<file path="config.mk">
export PLATFORM = sky130hd
export DESIGN_NAME = main_fsm
export DESIGN_NICKNAME = d
export VERILOG_FILES = /design/src/rtl/main_fsm.sv
export SDC_FILE = /design/constraint.sdc
export NUM_CORES = 1
export LEC_CHECK = 0
export CAP_MARGIN = 5
export CORE_MARGIN = 4
export CORE_UTILIZATION = 48
export DETAILED_ROUTE_END_ITERATION = 10
export GPL_ROUTABILITY_DRIVEN = 1
export GPL_TIMING_DRIVEN = 0
export PLACE_DENSITY = 0.78
export SLEW_MARGIN = 10
export SYNTH_ARGS = -nofsm -noshare
export SYNTH_HDL_FRONTEND = slang
export SYNTH_SLANG_ARGS = --single-unit
export TNS_END_PERCENT = 30
</file>
<file path="constraint.sdc">
create_clock -name clk -period 2.33 [get_ports clk]
set_input_delay 0.466 -clock clk [delete_from_list [all_inputs] [get_ports clk]]
set_output_delay 0.466 -clock clk [all_outputs]
set_load 0.005 [all_outputs]
</file>
<file path="src/rtl/main_fsm.sv">
`default_nettype none
// ============================================================================
// Module      : main_fsm
// Description : Multi-cycle controller FSM; sequences fetch/decode/execute/
//               memory/writeback and drives Moore-style datapath controls.
// Revision    : 1.0 - initial release
// ============================================================================
module main_fsm #(
    parameter bit TRAP_HALT = 1'b1
) (
    input  logic       clk,
    input  logic       reset,
    input  logic [6:0] op,
    input  logic       zero,
    output logic       pcwrite,
    output logic       adrsrc,
    output logic       memwrite,
    output logic       irwrite,
    output logic [1:0] resultsrc,
    output logic [1:0] alusrca,
    output logic [1:0] alusrcb,
    output logic [1:0] aluop,
    output logic       regwrite,
    output logic       illegal,
    output logic [3:0] state
);

    typedef enum logic [3:0] {
        S_FETCH    = 4'd0,
        S_DECODE   = 4'd1,
        S_MEMADR   = 4'd2,
        S_MEMREAD  = 4'd3,
        S_MEMWB    = 4'd4,
        S_MEMWRITE = 4'd5,
        S_EXECR    = 4'd6,
        S_ALUWB    = 4'd7,
        S_EXECI    = 4'd8,
        S_JAL      = 4'd9,
        S_BEQ      = 4'd10,
        S_JALR     = 4'd11,
        S_JALRWB   = 4'd12,
        S_LUI      = 4'd13,
        S_TRAP     = 4'd14,
        S_SPARE    = 4'd15
    } state_t;

    localparam logic [6:0] c_op_load  = 7'b0000011;
    localparam logic [6:0] c_op_store = 7'b0100011;
    localparam logic [6:0] c_op_rtype = 7'b0110011;
    localparam logic [6:0] c_op_itype = 7'b0010011;
    localparam logic [6:0] c_op_beq   = 7'b1100011;
    localparam logic [6:0] c_op_jal   = 7'b1101111;
    localparam logic [6:0] c_op_jalr  = 7'b1100111;
    localparam logic [6:0] c_op_lui   = 7'b0110111;
    localparam logic [6:0] c_op_auipc = 7'b0010111;

    typedef struct packed {
        logic       pcupdate;
        logic       branch;
        logic       adrsrc;
        logic       memwrite;
        logic       irwrite;
        logic       regwrite;
        logic       illegal;
        logic [1:0] resultsrc;
        logic [1:0] alusrca;
        logic [1:0] alusrcb;
        logic [1:0] aluop;
    } ctrl_t;

    state_t r_state;
    state_t w_next;
    ctrl_t  r_ctrl;

    // Control word for a state; registered against the next state so the
    // outputs are a clean function of the state register.
    function automatic ctrl_t f_ctrl(input state_t s);
        ctrl_t c;
        c = '0;
        case (s)
            S_FETCH: begin
                c.irwrite   = 1'b1;
                c.pcupdate  = 1'b1;
                c.alusrcb   = 2'b10;
                c.resultsrc = 2'b10;
            end
            S_DECODE: begin
                c.alusrca = 2'b01;
                c.alusrcb = 2'b01;
            end
            S_MEMADR: begin
                c.alusrca = 2'b10;
                c.alusrcb = 2'b01;
            end
            S_MEMREAD:  c.adrsrc = 1'b1;
            S_MEMWB: begin
                c.resultsrc = 2'b01;
                c.regwrite  = 1'b1;
            end
            S_MEMWRITE: begin
                c.adrsrc   = 1'b1;
                c.memwrite = 1'b1;
            end
            S_EXECR: begin
                c.alusrca = 2'b10;
                c.aluop   = 2'b10;
            end
            S_EXECI: begin
                c.alusrca = 2'b10;
                c.alusrcb = 2'b01;
                c.aluop   = 2'b10;
            end
            S_ALUWB:    c.regwrite = 1'b1;
            S_JAL: begin
                c.alusrca  = 2'b01;
                c.alusrcb  = 2'b10;
                c.pcupdate = 1'b1;
            end
            S_BEQ: begin
                c.alusrca = 2'b10;
                c.aluop   = 2'b01;
                c.branch  = 1'b1;
            end
            S_JALR: begin
                c.alusrca   = 2'b10;
                c.alusrcb   = 2'b01;
                c.resultsrc = 2'b10;
                c.pcupdate  = 1'b1;
            end
            S_JALRWB: begin
                c.alusrca   = 2'b01;
                c.alusrcb   = 2'b10;
                c.resultsrc = 2'b10;
                c.regwrite  = 1'b1;
            end
            S_LUI: begin
                c.alusrca = 2'b11;
                c.alusrcb = 2'b01;
            end
            S_TRAP:     c.illegal = 1'b1;
            default:    c = '0;
        endcase
        return c;
    endfunction

    always_comb begin
        w_next = S_FETCH;
        case (r_state)
            S_FETCH:  w_next = S_DECODE;
            S_DECODE: begin
                case (op)
                    c_op_load, c_op_store: w_next = S_MEMADR;
                    c_op_rtype:            w_next = S_EXECR;
                    c_op_itype:            w_next = S_EXECI;
                    c_op_beq:              w_next = S_BEQ;
                    c_op_jal:              w_next = S_JAL;
                    c_op_jalr:             w_next = S_JALR;
                    c_op_lui:              w_next = S_LUI;
                    c_op_auipc:            w_next = S_ALUWB;
                    default:               w_next = S_TRAP;
                endcase
            end
            S_MEMADR:   w_next = (op == c_op_load) ? S_MEMREAD : S_MEMWRITE;
            S_MEMREAD:  w_next = S_MEMWB;
            S_MEMWB:    w_next = S_FETCH;
            S_MEMWRITE: w_next = S_FETCH;
            S_EXECR:    w_next = S_ALUWB;
            S_EXECI:    w_next = S_ALUWB;
            S_ALUWB:    w_next = S_FETCH;
            S_JAL:      w_next = S_ALUWB;
            S_BEQ:      w_next = S_FETCH;
            S_JALR:     w_next = S_JALRWB;
            S_JALRWB:   w_next = S_FETCH;
            S_LUI:      w_next = S_ALUWB;
            S_TRAP:     w_next = TRAP_HALT ? S_TRAP : S_FETCH;
            default:    w_next = S_FETCH;
        endcase
    end

    always_ff @(posedge clk or posedge reset) begin
        if (reset) begin
            r_state <= S_FETCH;
            r_ctrl  <= f_ctrl(S_FETCH);
        end else begin
            r_state <= w_next;
            r_ctrl  <= f_ctrl(w_next);
        end
    end

    // zero only matters in BEQ, where branch is the sole source of a PC load.
    assign pcwrite   = r_ctrl.pcupdate | (r_ctrl.branch & zero);
    assign adrsrc    = r_ctrl.adrsrc;
    assign memwrite  = r_ctrl.memwrite;
    assign irwrite   = r_ctrl.irwrite;
    assign resultsrc = r_ctrl.resultsrc;
    assign alusrca   = r_ctrl.alusrca;
    assign alusrcb   = r_ctrl.alusrcb;
    assign aluop     = r_ctrl.aluop;
    assign regwrite  = r_ctrl.regwrite;
    assign illegal   = r_ctrl.illegal;
    assign state     = r_state;

    a_one_strobe: assert property (@(posedge clk) disable iff (reset)
        $onehot0({r_ctrl.regwrite, r_ctrl.memwrite, r_ctrl.irwrite}));

endmodule
`default_nettype wire

</file>
==> flow_metrics.env <==
export IMPL_routed_wl_um=2530
export IMPL_core_region_area_mm2=0.00223
export IMPL_fillCellCount=171
export IMPL_startpoint="op[6]"
export IMPL_finalNonFillerCells=176
export IMPL_yosys_warnings=0
export IMPL_fp_dieH_um=56.7
export IMPL_viasPerCell=5.55
export IMPL_syn_nets=125
export IMPL_syn_to_final_growth_pct=33.5
export IMPL_dr_pass1_iters=4
export IMPL_synth_cell_types=45
export IMPL_start_kind="input port"
export IMPL_syn_avg_cell_area_um2=9.88
export IMPL_slowest_stage="clkdlybuf4s50_1"
export IMPL_drtIter0Drc=24
export IMPL_synth_seq_area_share_pct=42.3
export IMPL_grt_pass1_wl_um=4280
export IMPL_rows=17
export IMPL_numCtsBuffers=3
export IMPL_rr_startpoint="state[0]"
export IMPL_synth_main_ff_cell="dfrtp_1"
export IMPL_crit_family="simple AND/OR/NAND/NOR gates"
export IMPL_vdd_drop_max_mv=1.16
export IMPL_path_depth=7
export IMPL_hold_ws_ns=0.557
export IMPL_dieArea_mm2=0.00321
export IMPL_path_class="input port to flop"
export IMPL_cts_tree="done"
export IMPL_die_width_um=56.7
export IMPL_rrSetupSlack_ns=0.10
export IMPL_hold_class="input port to asynchronous set/reset pin"
export IMPL_synth_edf_count=0
export IMPL_fin_crit_ns=2.31
export IMPL_detailed_place_hpwl_um=1900
export IMPL_fin_nets=159
export IMPL_end_kind="flop"
export IMPL_grt_pass1_vias=968
export IMPL_netlist_area_mm2=0.00114
export IMPL_required_ns=2.57
export IMPL_grt_start_max_net_pins=20
export IMPL_dp_cells=170
export IMPL_fin_area_mm2=0.00152
export IMPL_finalSetupViolations=0
export IMPL_gr_usage_all_layers_pct=17.0
export IMPL_fmax_mhz=434
export IMPL_gp_congestion=0.823
export IMPL_worstRegToRegCells=7
export IMPL_outcome="completed"
export IMPL_fin_skew_ns=0.00891
export IMPL_drv_slew=0
export IMPL_ys_ff_latch=19
export IMPL_ios=28
export IMPL_cts_max_level=1
export IMPL_cts_sinks=19
export IMPL_tightest_slew_ns=0.684
export IMPL_clk_root_buffer_cell="clkbuf_4"
export IMPL_drive_above_1_share_pct=23.0
export IMPL_wl_per_cell_um=14.4
export IMPL_slowest_delay_ns=0.49
export IMPL_diodes=0
export IMPL_antenna_found_initial=0
export IMPL_clkLatencyLatePin_ns=0.30
export IMPL_slew_headroom_pct=54.3
export IMPL_r2r_end="alusrca[1]"
export IMPL_drtAntennaViolNets=0
export IMPL_start_util_pct=50.9
export IMPL_hold_viol=0
export IMPL_clkTransAtPathRegs_ns=0.11
export IMPL_route_vias_total=976
export IMPL_arrival_ns=2.55
export IMPL_syn_inst=115
export IMPL_post_route_period_util_pct=99.0
export IMPL_critPathBufInv=1
export IMPL_grt_overflow_total=0
export IMPL_cap_violations=0
export IMPL_drc_errors=0
export IMPL_portBuffers=27
export IMPL_crit_fanout=5
export IMPL_place_area_mm2=0.00144
export IMPL_cts_buffer_depth=2
export IMPL_path_cells="clkdlybuf4s50_1, or3_1, nor3_2, o21ai_1, a32oi_4, mux2_2, o2bb2ai_2"
export IMPL_synth_async_sr_flop_share_pct=100
export IMPL_p_leak_nw=0.633
export IMPL_p_per_area_mw_per_mm2=1350
-- stage by stage --
stage          util (%)  TNS (ns)  power (mW)  setup WS (ns)
4_1_cts            65.8         0        1.95        0.00950
2_1_floorplan         -         0        1.37          0.329
3_5_place_dp       64.5     -2.39        1.77         -0.360
6_report           67.9         0        2.05         0.0236
3_3_place_gp       64.5     -1.61        1.75         -0.313
5_1_grt            67.9  -0.00756        2.22       -0.00756
-- area by class of cell --
cell class	instances	area [µm²]	area share [%]
plain buffers	12	78.8	5.20
clock inverters	1	5.00	0.330
well taps	28	35.0	2.31
flip-flops and latches	19	480	31.7
clock buffers	3	22.5	1.49
multi-input cells	78	569	37.5
inverters	6	27.5	1.82
repair buffers	29	298	19.6
-- power breakdown --
group	switching (mW)	internal (mW)	leakage, nW
clock network	0.103	0.0640	0.0177
logic	0.656	0.699	0.374
registers	0.0559	0.477	0.241
total	0.815	1.24	0.633
-- logic make-up (layout without fill, tap and decap cells) --
logic type / after synthesis / after routing / share of synthesized area [%]
muxes: 2 / 2 / 1.98
AOI/OAI and AO/OA: 28 / 28 / 21.0
xor gates and xnor gates: 3 / 3 / 2.31
DFF: 19 / 19 / 42.3
and+or+nand+nor: 45 / 45 / 23.0
buffers and inverters: 18 / 51 / 9.36
-- cell usage in the layout, fill, tap and decap left out, types with 2 or more instances in the layout --
master and count:
clkbuf_4 3, o21ai_1 2, a21oi_1 5, xnor2_1 3
nor2_1 6, dfrtp_1 15, or3_1 2, inv_1 5
o21a_1 3, clkdlybuf4s50_1 27, nand2_1 13, nor3_1 4
o21ai_0 4, mux2_2 2, nand3_1 5, buf_2 3
dfstp_2 4, buf_4 9, nand4_1 2, nand2b_1 2
-- how the worst max path moves through the flow --
stage | end | slack, ns
6_report | alusrca[1] | 0.02
5_1_grt | alusrca[1] | -0.008
4_1_cts | alusrca[1] | 0.009
3_5_place_dp | alusrcb[0] | -0.36
3_3_place_gp | alusrca[1] | -0.31
2_1_floorplan | alusrca[1] | 0.33
-- what timing repair did --
action | 4_1_cts | 5_1_grt
hold buffers | 0 | 0
endpoints found under the hold margin | 0 | 0
pin swaps | 1 | 1
setup buffers | 0 | 2
gates cloned | 0 | 0
resized for setup | 1 | 2
setup endpoints to repair | 4 | 5
-- flip-flops by register name, indices dropped and copies added, names as in the netlist, 2 cells and up --
signal     count
state          4
aluop          2
alusrca        2
alusrcb        2
r_ctrl         2
resultsrc      2
-- cells in the mapped netlist, types with 2 or more instances --
library cell / instances / area share [%]
o21a_1: 3 / 2.0
nand3_1: 5 / 2.2
a21oi_1: 5 / 2.2
nand2b_1: 2 / 1.1
buf_2: 3 / 1.3
buf_4: 8 / 5.3
o21ai_0: 5 / 2.2
nand2_1: 13 / 4.3
or3_1: 2 / 1.1
nor2_1: 6 / 2.0
dfrtp_1: 15 / 33
xnor2_1: 3 / 2.3
mux2_2: 2 / 2.0
nor3_1: 4 / 1.8
nand4_1: 2 / 1.1
inv_1: 5 / 1.7
dfstp_2: 4 / 9.3
-- worst reg2reg max path, cell delays in order, from the launching register on --
cell	delay [ns]
dfrtp_1	0.41
buf_2	0.18
inv_1	0.15
nor2_1	0.12
a2bb2o_1	0.28
a21oi_1	0.45
mux2_2	0.41
o2bb2ai_2	0.12
-- routing by layer --
| layer | vias up | wire length (µm) | share of wire (%) | GRT usage, % |
|---|---|---|---|---|
| li1 | 471 | - | - | - |
| met1 | 453 | 989 | 39 | 21.5 |
| met2 | 43 | 1300 | 51 | 27.2 |
| met3 | 9 | 172 | 6.8 | 3.45 |
| met4 | 0 | 67 | 2.6 | 8.81 |
| met5 | - | 0 | 0 | 0 |
No activity file was read; power rests on OpenSTA's default activity.
